### config.mk
export PLATFORM = sky130hd
export DESIGN_NAME = csa_result_buffer
export DESIGN_NICKNAME = d
export VERILOG_FILES = /design/src/rtl/csa_result_buffer_pkg.sv /design/src/rtl/csa_result_buffer_result_fifo_mem.sv /design/src/rtl/csa_result_buffer.sv
export SDC_FILE = /design/constraint.sdc
export NUM_CORES = 1
export LEC_CHECK = 0
export CAP_MARGIN = 20
export CELL_PAD_IN_SITES_DETAIL_PLACEMENT = 1
export CELL_PAD_IN_SITES_GLOBAL_PLACEMENT = 1
export CORE_AREA = 2 2 128 130
export CTS_CLUSTER_DIAMETER = 80
export CTS_CLUSTER_SIZE = 24
export DETAILED_ROUTE_END_ITERATION = 7
export DIE_AREA = 0 0 130 132
export PLACE_DENSITY_LB_ADDON = 0.1
export SKIP_CTS_REPAIR_TIMING = 1
export SLEW_MARGIN = 20
export SYNTH_ARGS = -nofsm -noshare
export SYNTH_HDL_FRONTEND = slang
export SYNTH_HIERARCHICAL = 1
export SYNTH_SLANG_ARGS = --single-unit
### constraint.sdc
create_clock -name clk -period 6.4 [get_ports clk]
set_clock_uncertainty 0.2 [all_clocks]
set_input_delay 0.96 -clock clk [delete_from_list [all_inputs] [get_ports clk]]
set_output_delay 0.96 -clock clk [all_outputs]
set_load 0.01 [all_outputs]
### src/rtl/csa_result_buffer_pkg.sv
// Shared adder types: result word layout and status-flag computation.
package csa_result_buffer_pkg;

   localparam int ADD_WIDTH = 64;

   typedef struct packed {
      logic [ADD_WIDTH-1:0] sum;
      logic                 carry;
      logic                 zero;
      logic                 neg;
      logic                 ovf;
   } add_result_t;

   // Build a result word with its flags. Signed overflow occurs when both
   // operands share a sign and the sum's sign differs from it.
   function automatic add_result_t make_result(input logic [ADD_WIDTH-1:0] sum,
                                               input logic                 carry,
                                               input logic                 a_msb,
                                               input logic                 b_msb);
      add_result_t r;
      r.sum   = sum;
      r.carry = carry;
      r.zero  = (sum == '0);
      r.neg   = sum[ADD_WIDTH-1];
      r.ovf   = (a_msb == b_msb) && (sum[ADD_WIDTH-1] != a_msb);
      return r;
   endfunction

endpackage

### src/rtl/csa_result_buffer_result_fifo_mem.sv
// DEPTH-entry storage array for adder results; one write port, one async read.
module result_fifo_mem
   import csa_result_buffer_pkg::*;
#(
   parameter int DEPTH = 2,
   parameter int AW    = (DEPTH > 1) ? $clog2(DEPTH) : 1
) (
   input  logic        clk,
   input  logic        we,
   input  logic [AW-1:0] waddr,
   input  add_result_t wdata,
   input  logic [AW-1:0] raddr,
   output add_result_t rdata
);

   add_result_t mem [DEPTH];

   // Storage is not reset; validity is tracked by the parent's occupancy.
   always_ff @(posedge clk) begin
      if (we) mem[waddr] <= wdata;
   end

   assign rdata = mem[raddr];

endmodule

### src/rtl/csa_result_buffer.sv
// Registers carry-select adder results with status flags in a small FIFO,
// exposes them via valid/ready, and counts carry-producing results.
module csa_result_buffer
   import csa_result_buffer_pkg::*;
#(
   parameter int WIDTH = ADD_WIDTH,
   parameter int DEPTH = 2,
   parameter int CNT_W = 16
) (
   input  logic                     clk,
   input  logic                     rst_n,
   input  logic                     in_valid,
   output logic                     in_ready,
   input  logic [WIDTH-1:0]         S,
   input  logic                     C_Out,
   input  logic                     A_msb,
   input  logic                     B_msb,
   output logic                     out_valid,
   input  logic                     out_ready,
   output logic [WIDTH-1:0]         out_sum,
   output logic                     out_carry,
   output logic                     out_zero,
   output logic                     out_neg,
   output logic                     out_ovf,
   output logic [$clog2(DEPTH):0]   occupancy,
   output logic [CNT_W-1:0]         carry_count
);

   localparam int AW = $clog2(DEPTH);
   localparam int OW = AW + 1;
   localparam logic [OW-1:0] FULL_OCC = OW'(DEPTH);

   logic [AW-1:0] wr_ptr, rd_ptr;
   logic          push, pop;
   add_result_t   wdata, rdata;

   // Ready and valid come from registered state only, so out_ready never
   // reaches in_ready combinationally and a full buffer refuses a push
   // even when a pop happens in the same cycle.
   assign in_ready  = rst_n & (occupancy < FULL_OCC);
   assign out_valid = (occupancy != '0);
   assign push      = in_valid & in_ready;
   assign pop       = out_valid & out_ready;

   assign wdata = make_result(S, C_Out, A_msb, B_msb);

   result_fifo_mem #(.DEPTH(DEPTH), .AW(AW)) u_mem (
      .clk   (clk),
      .we    (push),
      .waddr (wr_ptr),
      .wdata (wdata),
      .raddr (rd_ptr),
      .rdata (rdata)
   );

   assign out_sum   = rdata.sum;
   assign out_carry = rdata.carry;
   assign out_zero  = rdata.zero;
   assign out_neg   = rdata.neg;
   assign out_ovf   = rdata.ovf;

   // Pointers wrap naturally since DEPTH is a power of two; full/empty
   // is judged from occupancy, never from pointer equality.
   always_ff @(posedge clk) begin
      if (!rst_n) begin
         wr_ptr <= '0;
         rd_ptr <= '0;
      end else begin
         if (push) wr_ptr <= wr_ptr + AW'(1);
         if (pop)  rd_ptr <= rd_ptr + AW'(1);
      end
   end

   // Occupancy: push and pop together leave it unchanged.
   always_ff @(posedge clk) begin
      if (!rst_n) begin
         occupancy <= '0;
      end else begin
         case ({push, pop})
            2'b10:   occupancy <= occupancy + OW'(1);
            2'b01:   occupancy <= occupancy - OW'(1);
            default: occupancy <= occupancy;
         endcase
      end
   end

   // Saturating count of accepted results that produced a carry-out.
   always_ff @(posedge clk) begin
      if (!rst_n) begin
         carry_count <= '0;
      end else if (push && C_Out && (carry_count != '1)) begin
         carry_count <= carry_count + CNT_W'(1);
      end
   end

endmodule
==> flow_metrics.py <==
metrics = {
    "placement": {
        "placed_area_sq_um": 7988,
        "place.gp.congestion": 0.7486,
        "numPortBuffers": 158,
        "place_hpwl_mm": 9.358,
    },
    "critical_path": {
        "cp-start-kind": "flip-flop",
        "crit_path_end_kind": "output port",
        "cpMaxStageDelayCell": "dfxtp_4",
        "worst_ep_required_time_ns": 5.24,
        "crit_fanout": 69,
        "critPathKind": "flip-flop to output port",
        "crit_chain": "mux2_2, clkdlybuf4s50_1",
        "max_stage_delay_ns": 1.03,
        "worstPathArrival_ns": 2.42,
    },
    "floorplan": {
        "dieWidth_microns": 130,
        "die_area_sq_um": 17160,
        "die_height_microns": 132,
        "core_area_sq_um": 15710,
        "core.rowCount": 46,
        "initial_core_util_pct": 39.39,
        "io_pins": 159,
    },
    "global_route": {
        "grt_pass1_vias": 3925,
        "overflow": 0,
        "grt_usage_pct": 16.58,
        "grt_pass1_wl_mm": 21.32,
        "grt_max_degree": 70,
        "antenna_found_initial": 0,
    },
    "clocking": {
        "cts_tree": "done",
        "clock-root-buffer": "clkbuf_16",
        "cts_buffer_depth": 2,
        "cts.sink_count": 156,
        "insertion_delay_ns": 0.41,
        "numCtsBuffers": 17,
        "path_clk_slew_ns": 0.06,
        "ctsHtreeMaxLevel": 4,
    },
    "yosys": {
        "avgSynthCellArea_sq_um": 17.34,
        "ys_warn_count": 6,
        "synth.distinct_cells": 42,
        "synth-async-reset-ratio_pct": 0,
        "synth_edf_count": 136,
        "synth_area_sq_um": 6190,
        "syn-num-nets": 430,
        "yosysSeqAreaShare_pct": 72.45,
        "synth_top_cell_by_area": "edfxtp_1",
        "synth.top_cell.area_share_pct": 65.98,
        "synth_commonest_cells": "edfxtp_1, mux2_2, dfxtp_1, mux2_4, nor4_1",
        "synth.most_common_cell": "edfxtp_1",
        "synth-main-ff-cell": "edfxtp_1",
        "synthCells": 357,
        "synth.ff_latch_count": 156,
        "yosys-top-cells-area": "edfxtp_1, mux2_2, dfxtp_1, mux2_4, nor4_1",
    },
    "sta": {
        "min_period_ns": 3.575,
        "finalSetupViolCount": 0,
        "period_share_pct": 55.87,
        "rsz0062_at_grt": "no",
        "slew_violations": 0,
        "hold_viol": 0,
        "slew_headroom_pct": 30.07,
        "tns_ns": 0,
        "worst_pin_slew_ns": 1.049,
        "clock.fmax_mhz": 279.7,
    },
    "layout": {
        "final_util_pct": 55.32,
        "nets": 599,
        "area_growth_pct": 40.43,
        "diodes": 0,
        "postLayoutCellArea_sq_um": 8692,
        "drive_above_1_share_pct": 20.45,
    },
    "run": {
        "max_cap_viol_count": 0,
    },
    "power": {
        "power_leakage_nw": 2.892,
        "ir_worst_vdd_v": 0.0001847,
        "powerDensity_nw_per_um2": 347.4,
        "power.total_w": 0.003020,
    },
    "routing": {
        "wl_per_cell_microns": 18.25,
        "first_pass_iters": 4,
        "num_vias": 3694,
        "drc": 0,
        "vias_per_cell": 4.899,
        "ant_nets": 0,
        "routed_wirelength_mm": 13.76,
        "drt_iter0_drc": 198,
    },
    "worst_hold_path": {
        "hold_path_class": "flip-flop to flip-flop",
    },
    "status": {
        "status": "finished clean",
    },
}
==> registers in the layout, summed over array words and instances, names as in the netlist <==
name and flops:
carry_count 16, wr_ptr 1, rd_ptr 1, occupancy 2, u_mem/mem 136
==> per-layer routing <==
metal,part of all wire (%),track usage [%],vias up
met5,0,0,-
met4,1.3,5.556,0
met3,4.9,4.180,14
met2,50,26.99,99
met1,44,21.66,1832
li1,-,-,1749
==> per-stage QoR <==
stage               cells  hold slack (ns)  worst slack, ns
floorplan             357           0.2937            1.068
global placement      722           0.2767            2.489
detailed placement    722           0.2823            2.423
CTS                   753           0.3020            2.756
global route          754           0.3292            2.673
finish                754           0.2947            2.825
==> placed cells by master, fill, tap and decap left out, types with 8 or more instances in the layout <==
master	count
nand2_1	16
nand3_1	9
mux2i_1	8
clkbuf_16	17
nor4_1	20
clkdlybuf4s50_1	158
mux2_2	48
edfxtp_1	136
mux2_4	20
dfxtp_1	19
==> logic make-up after synthesis <==
kind of cell	share of synthesized area, %
xor gates and xnor gates	0.7076
buffers and inverters	1.577
DFF	72.45
and+or+nand+nor	8.227
muxes	14.88
adders and majority gates	0.4042
AOI/OAI and AO/OA	1.759
==> worst max-delay path, delay by kind of cell, from the launching register on <==
| family | cells | cell delay (ns) |
|---|---|---|
| flip-flops | 1 | 1.03 |
| multiplexers | 1 | 0.42 |
| buffers and inverters | 1 | 0.50 |
==> final cells by class <==
cell class | count | area [sq um]
timing repair buffer | 162 | 1632
sequential | 156 | 4488
clock buffer | 17 | 425.4
tap | 216 | 270.3
clock inverter | 14 | 242.7
multi-input combinational | 187 | 1627
fill | 1476 | 7020
inverter | 2 | 7.507
==> worst paths after layout <==
check                                startpoint          endpoint  slack [ns]  cells after the start
worst max-delay path                     rd_ptr       out_sum[38]        2.82                      2
worst min-delay path            carry_count[15]   carry_count[15]        0.29                      2
worst max register to register     occupancy[1]  u_mem/mem[0][18]        4.11                      6
worst min register to register  carry_count[15]   carry_count[15]        0.29                      2
==> power breakdown <==
part / total, W / internal (W) / switching (W)
Combinational: 0.000623 / 0.000401 / 0.000222
Clock: 0.00113 / 0.000732 / 0.000397
Sequential: 0.00127 / 0.00118 / 0.0000850
Total: 0.00302 / 0.00232 / 0.000704
Note: power is estimated with default switching activity, not from simulation.
